File: src/rtl/div_rs_if.sv
// CDB packet type and the dispatch / CDB / issue bundle of the divider reservation station.
// master = pipeline side that dispatches, broadcasts and owns the divider; slave = the station.
package div_rs_pkg;
    typedef struct packed {
        logic [3:0]  dest_ROB_entry;
        logic [31:0] result;
    } CDB_packet_t;
endpackage

interface div_rs_if;
    import div_rs_pkg::*;

    logic        flush;
    logic        dispatch_valid;
    logic        dispatch_ready;
    logic        dispatch_op;
    logic [3:0]  dispatch_rob;
    logic        src1_rdy;
    logic        src2_rdy;
    logic [31:0] src1_val;
    logic [31:0] src2_val;
    logic [3:0]  src1_tag;
    logic [3:0]  src2_tag;
    logic        cdb_valid;
    CDB_packet_t cdb_in;
    logic        fu_ready;
    logic        fu_valid;
    logic [3:0]  fu_rob;
    logic        fu_op;
    logic [31:0] fu_dividend;
    logic [31:0] fu_divisor;

    modport master (
        output flush, dispatch_valid, dispatch_op, dispatch_rob,
               src1_rdy, src2_rdy, src1_val, src2_val, src1_tag, src2_tag,
               cdb_valid, cdb_in, fu_ready,
        input  dispatch_ready, fu_valid, fu_rob, fu_op, fu_dividend, fu_divisor
    );

    modport slave (
        input  flush, dispatch_valid, dispatch_op, dispatch_rob,
               src1_rdy, src2_rdy, src1_val, src2_val, src1_tag, src2_tag,
               cdb_valid, cdb_in, fu_ready,
        output dispatch_ready, fu_valid, fu_rob, fu_op, fu_dividend, fu_divisor
    );
endinterface

File: src/rtl/div_rs.sv
// Reservation station for the divider: tag-based CDB wakeup, oldest-ready issue,
// age ranks where 0 is the oldest busy entry.
module div_rs #(
    parameter int unsigned DEPTH = 4
) (
    input  logic     clk,
    input  logic     reset,
    div_rs_if.slave  rs
);
    localparam int unsigned AW = (DEPTH > 1) ? $clog2(DEPTH) : 1;

    logic [DEPTH-1:0] busy;
    logic [DEPTH-1:0] op;
    logic [DEPTH-1:0] s1_rdy;
    logic [DEPTH-1:0] s2_rdy;
    logic [3:0]       rob    [DEPTH];
    logic [3:0]       s1_tag [DEPTH];
    logic [3:0]       s2_tag [DEPTH];
    logic [31:0]      s1_val [DEPTH];
    logic [31:0]      s2_val [DEPTH];
    logic [AW-1:0]    age    [DEPTH];

    logic          free_found;
    logic [AW-1:0] free_idx;
    logic          sel_found;
    logic [AW-1:0] sel_idx;
    logic [AW-1:0] sel_age;
    logic [AW-1:0] busy_cnt;
    logic          issue;
    logic          do_dispatch;
    logic          d1_rdy;
    logic          d2_rdy;
    logic [31:0]   d1_val;
    logic [31:0]   d2_val;

    always_comb begin
        free_found = 1'b0;
        free_idx   = '0;
        sel_found  = 1'b0;
        sel_idx    = '0;
        sel_age    = '0;
        busy_cnt   = '0;
        for (int unsigned i = 0; i < DEPTH; i++) begin
            if (!busy[i] && !free_found) begin
                free_found = 1'b1;
                free_idx   = AW'(i);
            end
            if (busy[i]) begin
                busy_cnt = busy_cnt + AW'(1);
            end
            if (busy[i] && s1_rdy[i] && s2_rdy[i] && (!sel_found || age[i] < sel_age)) begin
                sel_found = 1'b1;
                sel_idx   = AW'(i);
                sel_age   = age[i];
            end
        end
    end

    // reset also gates issue so entries discarded by reset never reach the divider
    assign issue       = rs.fu_ready & ~rs.flush & ~reset & sel_found;
    assign do_dispatch = rs.dispatch_valid & free_found & ~rs.flush;

    assign d1_rdy = rs.src1_rdy | (rs.cdb_valid && rs.cdb_in.dest_ROB_entry == rs.src1_tag);
    assign d2_rdy = rs.src2_rdy | (rs.cdb_valid && rs.cdb_in.dest_ROB_entry == rs.src2_tag);
    assign d1_val = rs.src1_rdy ? rs.src1_val : rs.cdb_in.result;
    assign d2_val = rs.src2_rdy ? rs.src2_val : rs.cdb_in.result;

    assign rs.dispatch_ready = free_found;
    assign rs.fu_valid       = issue;
    assign rs.fu_rob         = issue ? rob[sel_idx]    : '0;
    assign rs.fu_op          = issue ? op[sel_idx]     : 1'b0;
    assign rs.fu_dividend    = issue ? s1_val[sel_idx] : '0;
    assign rs.fu_divisor     = issue ? s2_val[sel_idx] : '0;

    always_ff @(posedge clk) begin
        if (reset) begin
            busy   <= '0;
            op     <= '0;
            s1_rdy <= '0;
            s2_rdy <= '0;
            for (int unsigned i = 0; i < DEPTH; i++) begin
                rob[i]    <= '0;
                s1_tag[i] <= '0;
                s2_tag[i] <= '0;
                s1_val[i] <= '0;
                s2_val[i] <= '0;
                age[i]    <= '0;
            end
        end else if (rs.flush) begin
            busy <= '0;
            for (int unsigned i = 0; i < DEPTH; i++) begin
                age[i] <= '0;
            end
        end else begin
            for (int unsigned i = 0; i < DEPTH; i++) begin
                if (busy[i] && rs.cdb_valid) begin
                    if (!s1_rdy[i] && s1_tag[i] == rs.cdb_in.dest_ROB_entry) begin
                        s1_rdy[i] <= 1'b1;
                        s1_val[i] <= rs.cdb_in.result;
                    end
                    if (!s2_rdy[i] && s2_tag[i] == rs.cdb_in.dest_ROB_entry) begin
                        s2_rdy[i] <= 1'b1;
                        s2_val[i] <= rs.cdb_in.result;
                    end
                end
                // entries younger than the issued one move up one rank
                if (issue && busy[i] && age[i] > sel_age) begin
                    age[i] <= age[i] - AW'(1);
                end
            end
            if (issue) begin
                busy[sel_idx] <= 1'b0;
            end
            if (do_dispatch) begin
                busy[free_idx]   <= 1'b1;
                op[free_idx]     <= rs.dispatch_op;
                rob[free_idx]    <= rs.dispatch_rob;
                s1_rdy[free_idx] <= d1_rdy;
                s2_rdy[free_idx] <= d2_rdy;
                s1_tag[free_idx] <= rs.src1_tag;
                s2_tag[free_idx] <= rs.src2_tag;
                s1_val[free_idx] <= d1_val;
                s2_val[free_idx] <= d2_val;
                age[free_idx]    <= busy_cnt - AW'(issue);
            end
        end
    end
endmodule

File: src/flat_wrapper.sv
// flat-port wrapper written by rule: the top's interface ports become plain ports
module div_rs_flat 
#(
    parameter int unsigned DEPTH = 4
)
  (clk, reset, rs_flush, rs_dispatch_valid, rs_dispatch_op, rs_dispatch_rob, rs_src1_rdy, rs_src2_rdy, rs_src1_val, rs_src2_val, rs_src1_tag, rs_src2_tag, rs_cdb_valid, rs_cdb_in, rs_fu_ready, rs_dispatch_ready, rs_fu_valid, rs_fu_rob, rs_fu_op, rs_fu_dividend, rs_fu_divisor);
  div_rs_if rs_i ();
  input  logic clk;
  input  logic reset;
  input wire logic [$bits(rs_i.flush)-1:0] rs_flush;
  input wire logic [$bits(rs_i.dispatch_valid)-1:0] rs_dispatch_valid;
  input wire logic [$bits(rs_i.dispatch_op)-1:0] rs_dispatch_op;
  input wire logic [$bits(rs_i.dispatch_rob)-1:0] rs_dispatch_rob;
  input wire logic [$bits(rs_i.src1_rdy)-1:0] rs_src1_rdy;
  input wire logic [$bits(rs_i.src2_rdy)-1:0] rs_src2_rdy;
  input wire logic [$bits(rs_i.src1_val)-1:0] rs_src1_val;
  input wire logic [$bits(rs_i.src2_val)-1:0] rs_src2_val;
  input wire logic [$bits(rs_i.src1_tag)-1:0] rs_src1_tag;
  input wire logic [$bits(rs_i.src2_tag)-1:0] rs_src2_tag;
  input wire logic [$bits(rs_i.cdb_valid)-1:0] rs_cdb_valid;
  input wire logic [$bits(rs_i.cdb_in)-1:0] rs_cdb_in;
  input wire logic [$bits(rs_i.fu_ready)-1:0] rs_fu_ready;
  output wire logic [$bits(rs_i.dispatch_ready)-1:0] rs_dispatch_ready;
  output wire logic [$bits(rs_i.fu_valid)-1:0] rs_fu_valid;
  output wire logic [$bits(rs_i.fu_rob)-1:0] rs_fu_rob;
  output wire logic [$bits(rs_i.fu_op)-1:0] rs_fu_op;
  output wire logic [$bits(rs_i.fu_dividend)-1:0] rs_fu_dividend;
  output wire logic [$bits(rs_i.fu_divisor)-1:0] rs_fu_divisor;
  assign rs_i.flush = rs_flush;
  assign rs_i.dispatch_valid = rs_dispatch_valid;
  assign rs_i.dispatch_op = rs_dispatch_op;
  assign rs_i.dispatch_rob = rs_dispatch_rob;
  assign rs_i.src1_rdy = rs_src1_rdy;
  assign rs_i.src2_rdy = rs_src2_rdy;
  assign rs_i.src1_val = rs_src1_val;
  assign rs_i.src2_val = rs_src2_val;
  assign rs_i.src1_tag = rs_src1_tag;
  assign rs_i.src2_tag = rs_src2_tag;
  assign rs_i.cdb_valid = rs_cdb_valid;
  assign rs_i.cdb_in = rs_cdb_in;
  assign rs_i.fu_ready = rs_fu_ready;
  assign rs_dispatch_ready = rs_i.dispatch_ready;
  assign rs_fu_valid = rs_i.fu_valid;
  assign rs_fu_rob = rs_i.fu_rob;
  assign rs_fu_op = rs_i.fu_op;
  assign rs_fu_dividend = rs_i.fu_dividend;
  assign rs_fu_divisor = rs_i.fu_divisor;
  div_rs #(.DEPTH(DEPTH)) u_core (.clk(clk), .reset(reset), .rs(rs_i));
endmodule
File: config.mk
export PLATFORM = sky130hd
export DESIGN_NAME = div_rs_flat
export DESIGN_NICKNAME = d
export VERILOG_FILES = /design/src/rtl/div_rs_if.sv /design/src/rtl/div_rs.sv /design/src/flat_wrapper.sv
export SDC_FILE = /design/constraint.sdc
export NUM_CORES = 1
export LEC_CHECK = 0
export CORE_MARGIN = 2
export CORE_UTILIZATION = 68
export CTS_CLUSTER_SIZE = 12
export DETAILED_ROUTE_END_ITERATION = 7
export DONT_BUFFER_PORTS = 1
export PLACE_DENSITY = 0.88
export SYNTH_ARGS = -nofsm -noshare
export SYNTH_HDL_FRONTEND = slang
export SYNTH_SLANG_ARGS = --single-unit
File: constraint.sdc
create_clock -name clk -period 12.3 [get_ports clk]
set_clock_uncertainty 0.1 [all_clocks]
set_input_delay 2.46 -clock clk [delete_from_list [all_inputs] [get_ports clk]]
set_output_delay 2.46 -clock clk [all_outputs]
set_load 0.05 [all_outputs]
==> impl_metrics.env <==
export IMPL_hold_viol_final=0
export IMPL_period_share=0.7606
export IMPL_first_pass_iters=6
export IMPL_final_nets=1419
export IMPL_synth_distinct_cells=51
export IMPL_arrival_ns=6.79
export IMPL_max_cap_violations=0
export IMPL_p_leak_nw=6.011
export IMPL_antenna_found_initial=1
export IMPL_drcViolationCount=0
export IMPL_synth_seq_cells=328
export IMPL_io_buffers=0
export IMPL_wirelength_um=50680
export IMPL_initial_core_util=0.6914
export IMPL_slew_violations=0
export IMPL_critPathMaxFanout=73
export IMPL_cts_tree="built"
export IMPL_n_antenna_cell=0
export IMPL_numCtsBuffers=35
export IMPL_via_count=13050
export IMPL_max_freq_mhz=106.9
export IMPL_netlist_area_um2=16810
export IMPL_dp_hpwl_um=30230
export IMPL_gp_congestion=0.9512
export IMPL_clkLatencyLatePin_ns=0.51
export IMPL_power_density_nw_per_um2=130.5
export IMPL_finalSetupTns_ns=0
export IMPL_rows=57
export IMPL_synth_edff_count=312
export IMPL_dp_slack_ns=3.660
export IMPL_wl_per_cell_um=31.25
export IMPL_worst_slew_pin_slew_ns=1.207
export IMPL_synth_flop_cell="edfxtp_1"
export IMPL_crit_required_ns=9.74
export IMPL_postSynthAreaPerCell_um2=12.10
export IMPL_ys_seq_area_frac=0.5763
export IMPL_path_class="reg -> out"
export IMPL_cts_hold_buf=0
export IMPL_ir_worst_vdd_mv=0.1182
export IMPL_viasPerCell=8.046
export IMPL_cts_resized_gates=0
export IMPL_cts_htree_levels=2
export IMPL_die_w_um=161.2
export IMPL_syn_nets=1526
export IMPL_grt_max_degree=74
export IMPL_relSlewSlack=0.1935
export IMPL_cts_sinks=328
export IMPL_ios=192
export IMPL_fin_ws_ns=2.945
export IMPL_status="finished clean"
export IMPL_clockBufferDepth=3
export IMPL_track_usage=0.3870
export IMPL_rsz0062_at_grt="false"
export IMPL_setup_viol=0
export IMPL_start_kind="flip-flop"
export IMPL_drive_above_1_share=0.07858
export IMPL_min_path_type="reg -> reg"
export IMPL_post_cts_setup_buffers=0
export IMPL_yosys_warnings=0
export IMPL_fp_coreArea_um2=24320
export IMPL_end_kind="output pin"
export IMPL_cts_root_buf="clkbuf_16"
export IMPL_ant_nets=0
export IMPL_min_period_ns=9.355
export IMPL_syn_inst=1389
export IMPL_clk_pin_slew_ns=0.06
export IMPL_area_growth_pct=6.199
export IMPL_die_h_um=161.2
export IMPL_holdWs_ns=0.3639
export IMPL_drtIter0Drc=2205
export IMPL_overflow=0
export IMPL_die_area_um2=26000
export IMPL_async_flop_share=0
export IMPL_grt_first_pass_wirelength_um=76580
export IMPL_grt_pass1_vias=12990
synthesized netlist by cell type (all sizes together) (2+ instances only):
cell type,instances,share of area
or4,2,0.00089
a21oi,28,0.0083
and2,3,0.0011
xor2,9,0.0047
o211ai,72,0.032
o22ai,2,0.00074
ha,16,0.012
a311oi,3,0.0016
o32ai,6,0.0031
a22o,257,0.13
dfxtp,16,0.019
edfxtp,312,0.56
nor4,7,0.0035
a211oi,79,0.035
a221o,70,0.042
nor2b,3,0.0011
nand2b,12,0.0045
or2,4,0.0015
xnor2,38,0.020
buf,48,0.012
clkbuf,123,0.027
inv,28,0.0063
o21ai,16,0.0048
mux2i,2,0.0012
o2111ai,3,0.0016
a211o,2,0.0010
nand4,10,0.0037
a31o,2,0.0010
nand3,75,0.022
nor2,72,0.016
nor3,6,0.0018
and3,5,0.0019
nand2,41,0.0092
or3,4,0.0015
layout make-up:
class | instances | area [µm²]
clock buffer | 42 | 912.1
clock inverter | 11 | 75.07
sequential | 328 | 9689
timing repair buffer | 27 | 202.7
multi-input combinational | 861 | 6462
inverter | 29 | 108.9
fill | 1554 | 6464
tap | 324 | 405.4
worst max-delay path: stages, from the launching register on:
cell and delay (ns):
dfxtp_1 0.53, and3_1 0.29, nand2_1 0.10, ha_1 0.30, a21oi_1 0.11, o21ai_4 0.15
buf_4 0.68, o21ai_0 0.24, inv_1 0.10, ha_1 0.20, nor2_1 0.12, a31o_2 0.30
a221o_2 0.31, nand2_1 0.12, mux2i_1 0.12, ha_1 0.22, nor2_1 0.15, nand2_1 0.07
a21oi_1 0.12, a22o_2 0.61, buf_4 0.66, a211oi_1 0.16, a221o_1 0.55
stage by stage:
| step | instance area (µm²) | cells | power (mW) | utilization |
|---|---|---|---|---|
| floorplan | 16810 | 1389 | 1.381 | - |
| global placement | 16870 | 1569 | 1.393 | 0.6936 |
| detailed placement | 16870 | 1569 | 1.398 | 0.6936 |
| CTS | 17860 | 1622 | 2.328 | 0.7342 |
| global route | 17860 | 1622 | 2.379 | 0.7342 |
| finish | 17860 | 1622 | 2.330 | 0.7342 |
kinds of logic (layout without fill, tap and decap cells):
| group | count (synthesis) | count (layout) | synth area share |
|---|---|---|---|
| AO/OA/AOI/OAI | 546 | 546 | 0.2681 |
| flip-flops | 328 | 328 | 0.5763 |
| AND/OR/NAND/NOR | 249 | 249 | 0.07151 |
| buffers and inverters | 200 | 109 | 0.04584 |
| XOR/XNOR | 47 | 47 | 0.02448 |
| adder cells (fa/ha/maj) | 16 | 16 | 0.01191 |
| multiplexers | 3 | 3 | 0.001860 |
registers in the layout, indices dropped and copies added, names as in the netlist:
| name | flops |
|---|---|
| u_core.s1_rdy | 4 |
| u_core.rob | 16 |
| u_core.s2_tag | 16 |
| u_core.s2_rdy | 4 |
| u_core.busy | 4 |
| u_core.s2_val | 128 |
| u_core.s1_val | 128 |
| u_core.op | 4 |
| u_core.s1_tag | 16 |
| u_core.age | 8 |
power by group:
part	internal [mW]	switching, mW	total (mW)
sequential	1.27	0.0178	1.29
combinational	0.0296	0.0602	0.0898
clock	0.542	0.410	0.952
total	1.84	0.487	2.33
cells in the final DEF, fill, tap and decap left out, drive strengths merged, types with 12 or more instances in the layout:
cell / count
edfxtp: 312
a22o: 257
a211oi: 79
nand3: 75
o211ai: 72
nor2: 72
a221o: 70
clkbuf: 42
nand2: 41
xnor2: 38
inv: 29
a21oi: 28
buf: 27
ha: 16
dfxtp: 16
o21ai: 16
nand2b: 12
final timing paths:
path                                      from                end  slack, ns  cells past startpoint
worst max register to register  u_core.busy[0]   u_core.age[1][0]       5.55                     25
worst min register to register    u_core.op[0]       u_core.op[0]       0.36                      2
worst min-delay path              u_core.op[0]       u_core.op[0]       0.36                      2
worst max-delay path            u_core.busy[0]  rs_fu_dividend[3]       2.95                     22
per-layer routing:
layer / GRT usage / share of wire / vias up
met5: 0 / 0 / -
met4: 0.2017 / 0.052 / 0
met3: 0.1068 / 0.14 / 213
met2: 0.6206 / 0.47 / 1175
met1: 0.4855 / 0.34 / 6254
li1: - / - / 5408
Note: power is estimated with default switching activity, not from simulation.
